==> src/rtl/spi_slave_pkg.sv <==
`default_nettype none
// ============================================================================
//  Module   : spi_slave_pkg
//  Purpose  : Shared types and constants for the SPI mode-0 byte slave.
//  Revision : 1.0  initial release
// ============================================================================
package spi_slave_pkg;

    // Frame state: waiting for select, or shifting words.
    typedef enum logic [0:0] {
        ST_IDLE   = 1'b0,
        ST_ACTIVE = 1'b1
    } state_t;

    // Default SPI word width.
    localparam int c_DEF_DATA_W = 8;

    // Bit counter must hold 0..data_w inclusive.
    function automatic int bit_cnt_w(input int data_w);
        return $clog2(data_w + 1);
    endfunction

endpackage
`default_nettype wire

==> src/rtl/spi_sync_edge.sv <==
`default_nettype none
// ============================================================================
//  Module   : spi_sync_edge
//  Purpose  : Multi-flop synchronizer for one asynchronous pin, followed by
//             a single history flop for rise/fall detection.
//  Revision : 1.0  initial release
// ============================================================================
module spi_sync_edge #(
    parameter int   SYNC_STAGES = 2,
    parameter logic RESET_VAL   = 1'b0
) (
    input  logic clk,
    input  logic rst_n,
    input  logic i_async,
    output logic o_level,
    output logic o_rise,
    output logic o_fall
);

    logic [SYNC_STAGES-1:0] r_sync;
    logic                   r_prev;

    // Synchronizer chain plus edge-history flop, reset to the pin's idle level.
    always_ff @(posedge clk or negedge rst_n) begin
        if (!rst_n) begin
            r_sync <= {SYNC_STAGES{RESET_VAL}};
            r_prev <= RESET_VAL;
        end else begin
            r_sync <= {r_sync[SYNC_STAGES-2:0], i_async};
            r_prev <= r_sync[SYNC_STAGES-1];
        end
    end

    assign o_level = r_sync[SYNC_STAGES-1];
    assign o_rise  = r_sync[SYNC_STAGES-1] & ~r_prev;
    assign o_fall  = ~r_sync[SYNC_STAGES-1] & r_prev;

endmodule
`default_nettype wire

==> src/rtl/spi_slave_byte.sv <==
`default_nettype none
// ============================================================================
//  Module   : spi_slave_byte
//  Purpose  : Oversampled SPI mode-0 (CPOL=0, CPHA=0) MSB-first slave with a
//             valid/ready receive stream and a one-deep transmit buffer.
//  Revision : 1.0  initial release
// ============================================================================
module spi_slave_byte
    import spi_slave_pkg::*;
#(
    parameter int                DATA_W      = c_DEF_DATA_W,
    parameter int                SYNC_STAGES = 2,
    parameter logic [DATA_W-1:0] IDLE_FILL   = {DATA_W{1'b1}}
) (
    input  logic              CLOCK_50,
    input  logic              RESET_N,
    input  logic              spi_sclk,
    input  logic              spi_ss_n,
    input  logic              spi_mosi,
    output logic              spi_miso,
    output logic              spi_miso_oe,
    output logic [DATA_W-1:0] rx_data,
    output logic              rx_valid,
    input  logic              rx_ready,
    input  logic [DATA_W-1:0] tx_data,
    input  logic              tx_valid,
    output logic              tx_ready,
    output logic              busy,
    output logic              rx_overrun,
    output logic              tx_underrun,
    output logic              frame_abort
);

    localparam int                c_CNT_W    = bit_cnt_w(DATA_W);
    localparam logic [c_CNT_W-1:0] c_CNT_FULL = c_CNT_W'(DATA_W);

    // Synchronized pin views
    logic w_sclk_level_unused, w_sclk_rise, w_sclk_fall;
    logic w_ss_level, w_ss_rise, w_ss_fall;
    logic w_mosi_s, w_mosi_rise_unused, w_mosi_fall_unused;

    spi_sync_edge #(.SYNC_STAGES(SYNC_STAGES), .RESET_VAL(1'b0)) u_sync_sclk (
        .clk     (CLOCK_50),
        .rst_n   (RESET_N),
        .i_async (spi_sclk),
        .o_level (w_sclk_level_unused),
        .o_rise  (w_sclk_rise),
        .o_fall  (w_sclk_fall)
    );

    spi_sync_edge #(.SYNC_STAGES(SYNC_STAGES), .RESET_VAL(1'b1)) u_sync_ss (
        .clk     (CLOCK_50),
        .rst_n   (RESET_N),
        .i_async (spi_ss_n),
        .o_level (w_ss_level),
        .o_rise  (w_ss_rise),
        .o_fall  (w_ss_fall)
    );

    spi_sync_edge #(.SYNC_STAGES(SYNC_STAGES), .RESET_VAL(1'b0)) u_sync_mosi (
        .clk     (CLOCK_50),
        .rst_n   (RESET_N),
        .i_async (spi_mosi),
        .o_level (w_mosi_s),
        .o_rise  (w_mosi_rise_unused),
        .o_fall  (w_mosi_fall_unused)
    );

    // State and datapath registers
    state_t              r_state;
    logic [c_CNT_W-1:0]  r_bit_cnt;
    logic [DATA_W-1:0]   r_rx_shift;
    logic [DATA_W-1:0]   r_tx_shift;
    logic [DATA_W-1:0]   r_tx_buf;
    logic                r_tx_full;
    logic [DATA_W-1:0]   r_rx_data;
    logic                r_rx_valid;
    logic                r_rx_overrun;
    logic                r_tx_underrun;
    logic                r_frame_abort;
    logic                r_word_done;
    logic [SYNC_STAGES:0] r_init;
    logic                r_ss_armed;

    // Control decodes
    logic              w_active;
    logic              w_start;
    logic              w_complete;
    logic              w_end;
    logic              w_reload;
    logic              w_load;
    logic              w_tx_write;
    logic [DATA_W-1:0] w_load_word;

    assign w_active    = (r_state == ST_ACTIVE);
    assign w_start     = (r_state == ST_IDLE) & w_ss_fall & r_ss_armed;
    assign w_complete  = w_active & (r_bit_cnt == c_CNT_FULL);
    assign w_end       = w_active & w_ss_rise;
    assign w_reload    = w_active & ~w_end & w_sclk_fall & r_word_done;
    assign w_load      = w_start | w_reload;
    assign w_tx_write  = tx_valid & ~r_tx_full;
    assign w_load_word = r_tx_full ? r_tx_buf : IDLE_FILL;

    // After reset the SS_n chain starts at its idle value, so a select that was
    // already low would look like a fresh falling edge. A frame is only accepted
    // once the flushed chain has shown SS_n high.
    always_ff @(posedge CLOCK_50 or negedge RESET_N) begin
        if (!RESET_N) begin
            r_init     <= '0;
            r_ss_armed <= 1'b0;
        end else begin
            r_init <= {r_init[SYNC_STAGES-1:0], 1'b1};
            if (r_init[SYNC_STAGES] && w_ss_level)
                r_ss_armed <= 1'b1;
        end
    end

    // One-deep TX buffer; a load in the same cycle sees the pre-write state.
    always_ff @(posedge CLOCK_50 or negedge RESET_N) begin
        if (!RESET_N) begin
            r_tx_buf  <= '0;
            r_tx_full <= 1'b0;
        end else if (w_load && r_tx_full) begin
            r_tx_full <= 1'b0;
        end else if (w_tx_write) begin
            r_tx_buf  <= tx_data;
            r_tx_full <= 1'b1;
        end
    end

    // Frame FSM, shift registers, RX stream and status pulses.
    always_ff @(posedge CLOCK_50 or negedge RESET_N) begin
        if (!RESET_N) begin
            r_state       <= ST_IDLE;
            r_bit_cnt     <= '0;
            r_rx_shift    <= '0;
            r_tx_shift    <= '0;
            r_word_done   <= 1'b0;
            r_rx_data     <= '0;
            r_rx_valid    <= 1'b0;
            r_rx_overrun  <= 1'b0;
            r_tx_underrun <= 1'b0;
            r_frame_abort <= 1'b0;
        end else begin
            r_tx_underrun <= w_load & ~r_tx_full;
            r_rx_overrun  <= w_complete & r_rx_valid & ~rx_ready;
            r_frame_abort <= w_end & (r_bit_cnt != '0) & ~w_complete;

            // Deliver a finished word unless the previous one is still held.
            if (w_complete) begin
                if (!r_rx_valid || rx_ready) begin
                    r_rx_data  <= r_rx_shift;
                    r_rx_valid <= 1'b1;
                end
            end else if (r_rx_valid && rx_ready) begin
                r_rx_valid <= 1'b0;
            end

            case (r_state)
                ST_IDLE: begin
                    if (w_start) begin
                        r_state     <= ST_ACTIVE;
                        r_bit_cnt   <= '0;
                        r_rx_shift  <= '0;
                        r_word_done <= 1'b0;
                        r_tx_shift  <= w_load_word;
                    end
                end
                ST_ACTIVE: begin
                    if (w_complete) begin
                        r_bit_cnt   <= '0;
                        r_word_done <= 1'b1;
                    end else if (w_sclk_rise && !w_end) begin
                        r_rx_shift <= {r_rx_shift[DATA_W-2:0], w_mosi_s};
                        r_bit_cnt  <= r_bit_cnt + 1'b1;
                    end

                    if (w_end) begin
                        r_state     <= ST_IDLE;
                        r_bit_cnt   <= '0;
                        r_word_done <= 1'b0;
                    end else if (w_sclk_fall) begin
                        // The fall closing a word fetches the next one so
                        // multi-word frames run back to back.
                        if (r_word_done) begin
                            r_tx_shift  <= w_load_word;
                            r_word_done <= 1'b0;
                        end else begin
                            r_tx_shift <= {r_tx_shift[DATA_W-2:0], 1'b0};
                        end
                    end
                end
                default: r_state <= ST_IDLE;
            endcase
        end
    end

    assign spi_miso    = w_active ? r_tx_shift[DATA_W-1] : 1'b1;
    assign spi_miso_oe = w_active;
    assign busy        = w_active;
    assign tx_ready    = ~r_tx_full;
    assign rx_data     = r_rx_data;
    assign rx_valid    = r_rx_valid;
    assign rx_overrun  = r_rx_overrun;
    assign tx_underrun = r_tx_underrun;
    assign frame_abort = r_frame_abort;

endmodule
`default_nettype wire

==> config.mk <==
export PLATFORM = sky130hd
export DESIGN_NAME = spi_slave_byte
export DESIGN_NICKNAME = d
export VERILOG_FILES = /design/src/rtl/spi_slave_pkg.sv /design/src/rtl/spi_sync_edge.sv /design/src/rtl/spi_slave_byte.sv
export SDC_FILE = /design/constraint.sdc
export NUM_CORES = 1
export LEC_CHECK = 0
export CORE_ASPECT_RATIO = 1.1
export CORE_MARGIN = 1
export CORE_UTILIZATION = 48
export DETAILED_ROUTE_END_ITERATION = 8
export GPL_ROUTABILITY_DRIVEN = 1
export GPL_TIMING_DRIVEN = 0
export PLACE_DENSITY = 0.82
export SYNTH_ARGS = -nofsm -noshare
export SYNTH_HDL_FRONTEND = slang
export SYNTH_SLANG_ARGS = --single-unit
==> constraint.sdc <==
create_clock -name CLOCK_50 -period 1.8 [get_ports CLOCK_50]
set_clock_uncertainty 0.2 [all_clocks]
set_input_delay 0.18 -clock CLOCK_50 [delete_from_list [all_inputs] [get_ports CLOCK_50]]
set_output_delay 0.18 -clock CLOCK_50 [all_outputs]
set_load 0.005 [all_outputs]
==> results of run 1 <==
## stage by stage
step / std cells / hold slack [ns] / total power, W
global route: 290 / 0.0638 / 0.00335
detailed placement: 272 / -0.0650 / 0.00225
global placement: 271 / 0.132 / 0.00222
CTS: 287 / 0.0612 / 0.00313
floorplan: 187 / -0.316 / 0.00201
finish: 290 / 0.0682 / 0.00316
## placed cells by master (no fill, tap or decap), types with 6 or more instances in the layout
cell type | netlist | final
mux2_2 | 16 | 8
o21ai_0 | 26 | 20
dfrtp_1 | 52 | 51
clkbuf_8 | 0 | 6
mux2_4 | 0 | 8
buf_4 | 1 | 10
clkdlybuf4s50_1 | 0 | 26
nand3b_1 | 7 | 7
nand2_1 | 33 | 29
## sequential cells by signal (all words and copies together) (netlist names)
| name | count |
|---|---|
| r_ss_armed | 1 |
| r_tx_full | 1 |
| u_sync_sclk.r_prev | 1 |
| r_word_done | 1 |
| busy | 1 |
| r_init | 3 |
| frame_abort | 1 |
| rx_overrun | 1 |
| u_sync_mosi.r_sync | 2 |
| tx_underrun | 1 |
| r_tx_buf | 8 |
| rx_data | 8 |
| u_sync_ss.r_sync | 2 |
| r_tx_shift | 8 |
| u_sync_ss.r_prev | 1 |
| r_bit_cnt | 4 |
| u_sync_sclk.r_sync | 2 |
| rx_valid | 1 |
| r_rx_shift | 8 |
## cell families after synthesis
family / synth area share, %
mux: 8.12
compound gates: 10.8
other cells: 0.169
buf+inv: 3.38
fa+ha+maj: 1.13
flops: 62.2
simple gates: 14.2
## what timing repair did
action | 4_1_cts | 5_1_grt
pin swaps | 3 | 3
cloned | 0 | 1
endpoints found under the setup margin | 27 | 24
endpoints found under the hold margin | 55 | 0
hold buffers | 1 | 0
gates resized for setup | 19 | 19
buffers inserted | 7 | 3
## worst paths after layout
check / from / to / slack [ns] / cells after the start
min in group asynchronous: RESET_N / r_bit_cnt[2] / 0.13 / 2
hold / removal: spi_ss_n / u_sync_ss.r_sync[0] / 0.07 / 1
hold reg to reg: u_sync_mosi.r_sync[0] / u_sync_mosi.r_sync[1] / 0.15 / 0
max in group asynchronous: RESET_N / busy / 0.74 / 3
setup / recovery: r_bit_cnt[0] / r_rx_shift[5] / -0.03 / 8
setup reg to reg: r_bit_cnt[0] / r_rx_shift[5] / -0.03 / 8
## area by class of cell
class,instances,area [um2],share of cell area (%)
buffer,8,71.3,2.44
clock buffer,5,68.8,2.36
clock inverter,3,47.5,1.63
inverter,4,15.0,0.514
multi-input combinational,118,841,28.8
sequential,55,1380,47.3
tap,54,67.6,2.31
timing repair buffer,43,428,14.7
## layer usage
| metal | global-route usage, % | vias up | wire length [um] |
|---|---|---|---|
| li1 | - | 732 | - |
| met1 | 23.7 | 743 | 1770 |
| met2 | 31.1 | 37 | 2010 |
| met3 | 5.43 | 9 | 170 |
| met4 | 6.86 | 0 | 62 |
| met5 | 0 | - | 0 |
## worst max-delay path, delay by kind of cell, from the launching register on
kind	cells	cell delay (ns)
AND/OR/NAND/NOR	3	0.59
flip-flops	1	0.38
adder cells (fa/ha/maj)	1	0.15
buffers and inverters	3	0.37
AO/OA/AOI/OAI	1	0.07
## power groups by stage
| stage | Clock [W] | Combinational [W] | Sequential, W |
|---|---|---|---|
| global route | 0.000912 | 0.000817 | 0.00162 |
| CTS | 0.000852 | 0.000697 | 0.00158 |
| global placement | 0 | 0.000614 | 0.00160 |
| floorplan | 0 | 0.000444 | 0.00157 |
| finish | 0.000844 | 0.000726 | 0.00159 |
| detailed placement | 0 | 0.000640 | 0.00161 |
==> out/qor.txt, run 1 <==
Dominant synthesized flop cell: dfrtp_1
Post-synth EDFFs: 0
Fin crit share: 102%
Final Wtd Congestion: 0.755
Largest net degree at the start of global routing: 39
Peak supply drop: 0.730 mV
I/O pins: 31
Crit path capture type: flop
Final Setup Violations: 11
Synth area leaders: dfrtp_1 (59%), mux2_2 (8.1%), o21ai_0 (5.9%), nand2_1 (5.6%), dfstp_2 (3.6%)
Avg Inst Size Synth: 11.9 um2
Congestion Overflow GR: 0
Most frequent cell after synthesis: dfrtp_1
Post-synth top area share: 58.7%
Vias: 1521
Initial drt markers: 74
Switching share of power: 27.6%
Synth Warn #: 0
Leakage: 1.29 nW
Total Wirelength: 4020 um
Via density: 5.24
Critical path arrival: 1.88 ns
Final nets: 252
Setup WS pre-CTS: -0.201 ns
CP cell instances: inv_2 -> ha_4 -> and3b_2 -> nor4b_4 -> buf_6 -> clkbuf_16 -> nand2_1 -> o21ai_0
Slowest stage delay, CP: 0.38 ns
Min-delay worst type: in -> reg
Layout fillers: 351
Clk pwr share: 26.7%
Min Tclk post-route: 1.83 ns
ANT nets after route: 0
Initial antenna violation count: 0
Root Buffer: clkbuf_8
Failing checks: setup timing
MaxCap Viol Count: 0
Port-buffer cells: 30
Synthesis-to-layout area growth: 31.6%
PD cells: 1080 nW/um2
Crit-path slowest cell: dfrtp_1
Outcome: finished with violations
Final Instance Area: 2920 um2
Row count: 25
CTS clock-pin slew for the worst setup and hold paths: 0.11 ns
First-pass GRT wire length: 6830 um
Mapped Cells: 187
Worst EP required: 1.85 ns
Register area share after synthesis: 62.2%
Synth Register Bits: 55
Ys async rst share: 100%
Unrepaired setup endpoints after global routing: yes
Worst-Skew Late Latency: 0.31 ns
Internal power: 0.00229 W
Sw power: 0.000872 W
Synth area leader: dfrtp_1
Layout cells sized above 1: 27.5%
Drt first pass iters: 4
Vias in the first global route: 1488
Slew Limit Fails: 0
Fmax achieved: 546 MHz
Crit start category: flop
Critical-path maximum fanout: 6
Total Routing Usage GR: 18.9%
# DRC: 0
Yosys cell types: 33
Num CTS Buffers: 5
Initial core utilization: 50.7%
Flop pwr share: 50.3%
Top cells by count, synth: dfrtp_1 (52), nand2_1 (33), o21ai_0 (26)
WL/cell: 13.9 um
Core footprint: 4380 um2
Comb pwr share: 23.0%
Setup WS post-layout: -0.0314 ns
Worst-case clock buffer depth: 2
H-tree Lvls: 2
Die width: 66.8 um
Syn_nets: 204
CTS tree: done
ANT cells: 0
Fin util: 66.7%
Die H: 73.3 um
Synthesized area: 2220 um2
Dpl hpwl: 2600 um
Setup TNS: -0.132 ns
Clock Sinks: 55
Kind of critical path: reg -> reg
Area post-placement: 2630 um2
Die area: 4900 um2
Final count of hold timing violations: 0
No activity file was read; power rests on OpenSTA's default activity.
==> inputs of run 2 (changes only) <==
Settings changed: CORE_UTILIZATION 48 to 43, PLACE_DENSITY 0.82 to 0.76.
==> run 2 against run 1 <==
The run ends with DRC left. Critical path depth is 3 lower. Global-route usage fell by 3.4 points. Worst hold slack better by 0.0053 ns. Largest cell class unchanged. Largest power group unchanged.
==> out/qor.txt, run 2 (synthesis results as in run 1) <==
Final count of hold timing violations: 0 (unchanged)
Largest net degree at the start of global routing: 40 (+2.6%)
Via density: 5.06 (-3.6%)
Vias: 1492 (-1.9%)
Drt first pass iters: 6 (+2)
Setup TNS: 0 ns (+0.132 ns)
Die H: 77.3 um (+5.5%)
PD cells: 1080 nW/um2 (about the same)
Peak supply drop: 0.810 mV (+11%)
Leakage: 1.27 nW (-0.98%)
Vias in the first global route: 1490 (+0.13%)
Flop pwr share: 50.8% (+0.5 points)
Worst-case clock buffer depth: 2 (unchanged)
MaxCap Viol Count: 0 (unchanged)
Row count: 27 (+8.0%)
Dpl hpwl: 2590 um (-0.22%)
Die area: 5450 um2 (+11%)
Root Buffer: clkbuf_8
Overall Power: 0.00311 W (-1.4%)
Worst Max-Slew Pin Slew: 0.487 ns
Most frequent cells in the layout: dfrtp_1 (51), nand2_1 (32), clkdlybuf4s50_1 (26)
Initial core utilization: 44.4% (-6.3 points)
Unrepaired setup endpoints after global routing: yes
Min Tclk post-route: 1.79 ns (-0.0460 ns)
Die width: 70.5 um (+5.5%)
WL/cell: 13.0 um (-6.2%)
Min-delay worst type: in -> reg
Port-buffer cells: 30 (unchanged)
Final nets: 253 (+0.40%)
Commonest non-fill, non-tap cell in the layout: dfrtp_1
ANT nets after route: 0 (unchanged)
Final Wtd Congestion: 0.758 (+0.37%)
Layout cells sized above 1: 27.0% (-0.54 points)
Hold_ws: 0.0735 ns (+0.00526 ns)
Core footprint: 5000 um2 (+14%)
Num CTS Buffers: 5 (unchanged)
Clock Sinks: 55 (unchanged)
Internal power: 0.00227 W (-0.57%)
Final Setup Violations: 0 (-11)
# DRC: 4 (+4)
Critical-path maximum fanout: 8 (+2)
CTS clock-pin slew for the worst setup and hold paths: 0.10 ns (about the same)
Outcome: finished with violations
Clk pwr share: 26.4% (-0.3 points)
Sw power: 0.000841 W (-3.5%)
Fmax achieved: 560 MHz (+2.6%)
Critical path arrival: 1.80 ns (-0.08 ns)
Slew margin rel.: 67.2%
Comb pwr share: 22.8% (-0.2 points)
Crit start category: flop
Synthesis-to-layout area growth: 29.8%
I/O pins: 31 (unchanged)
First-pass GRT wire length: 6640 um (-2.8%)
Congestion Overflow GR: 0 (unchanged)
Crit path capture type: flop
Total Routing Usage GR: 15.5% (-3.4 points)
Fin crit share: 99.2% (-2.6 points)
H-tree Lvls: 2 (unchanged)
Switching share of power: 27.0% (-0.60 points)
Worst EP required: 1.81 ns (-0.04 ns)
Initial antenna violation count: 0 (unchanged)
Failing checks: DRC
Slew Limit Fails: 0 (unchanged)
ANT cells: 0 (unchanged)
Worst-Skew Late Latency: 0.31 ns (about the same)
CTS tree: done
Total Wirelength: 3830 um (-4.6%)
Initial drt markers: 96 (+30%)
Kind of critical path: reg -> reg
run 2: changes by cell type in the layout (fill, tap and decap cells not counted), sizes merged:
cell | before | now
buf | 17 | 19
clkbuf | 10 | 9
clkinv | 1 | 0
clkinvlp | 0 | 1
run 2: critical path, stage by stage, from the launching register on:
cell     delay [ns]
dfrtp_1        0.41
inv_2          0.09
ha_4           0.13
and3b_2        0.24
and3_4         0.28
mux2_2         0.35
run 2: power by group through the flow:
stage | Clock [W] | Combinational (W) | Sequential, W
after floorplan | 0 | 0.000444 | 0.00157
after global placement | 0 | 0.000616 | 0.00160
after detailed placement | 0 | 0.000644 | 0.00161
after CTS | 0.000845 | 0.000699 | 0.00158
after global routing | 0.000899 | 0.000799 | 0.00161
final | 0.000822 | 0.000709 | 0.00158
run 2: final cells by class:
type	instances	area (um2)
timing repair buffer	44	414
clock buffer	5	68.8
buffer	8	63.8
sequential	55	1380
inverter	4	15.0
clock inverter	3	46.3
fill	432	2120
multi-input combinational	118	817
tap	58	72.6
run 2: metal layers:
metal  GRT usage, %  vias to the layer above  routed length, um
met1           20.2                      710               1780
li1               -                      731                  -
met4           4.90                        0                 51
met3           4.29                        7                175
met5              0                        -                  0
met2           25.1                       44               1820
run 2: path summary, 6_finish.rpt:
check	slack, ns	depth (start not counted)	endpoint	startpoint
setup / recovery	0.01	5	rx_data[0]	r_bit_cnt[1]
hold / removal	0.07	1	u_sync_ss.r_sync[0]	spi_ss_n
setup reg to reg	0.01	5	rx_data[0]	r_bit_cnt[1]
hold reg to reg	0.15	0	u_sync_mosi.r_sync[1]	u_sync_mosi.r_sync[0]
max in group asynchronous	0.74	3	r_tx_shift[1]	RESET_N
min in group asynchronous	0.13	2	r_bit_cnt[2]	RESET_N
run 2: metrics by stage:
step / instance area (um2) / instances / worst slack (ns) / util (%)
after floorplan: 2240 / 187 / 0.00624 / -
after global placement: 2620 / 275 / -1.26 / 52.3
after detailed placement: 2630 / 276 / -0.270 / 52.6
after CTS: 2820 / 292 / 0.00265 / 56.5
after global routing: 2880 / 295 / -0.0379 / 57.6
final: 2880 / 295 / 0.0146 / 57.6
run 2: repair_timing:
action | 4_1_cts | 5_1_grt
hold endpoints to repair | 55 | 0
gates cloned | 0 | 1
pin swaps | 1 | 1
hold buffers | 1 | 0
endpoints found under the setup margin | 27 | 24
gates resized for setup | 10 | 17
setup buffers | 8 | 3
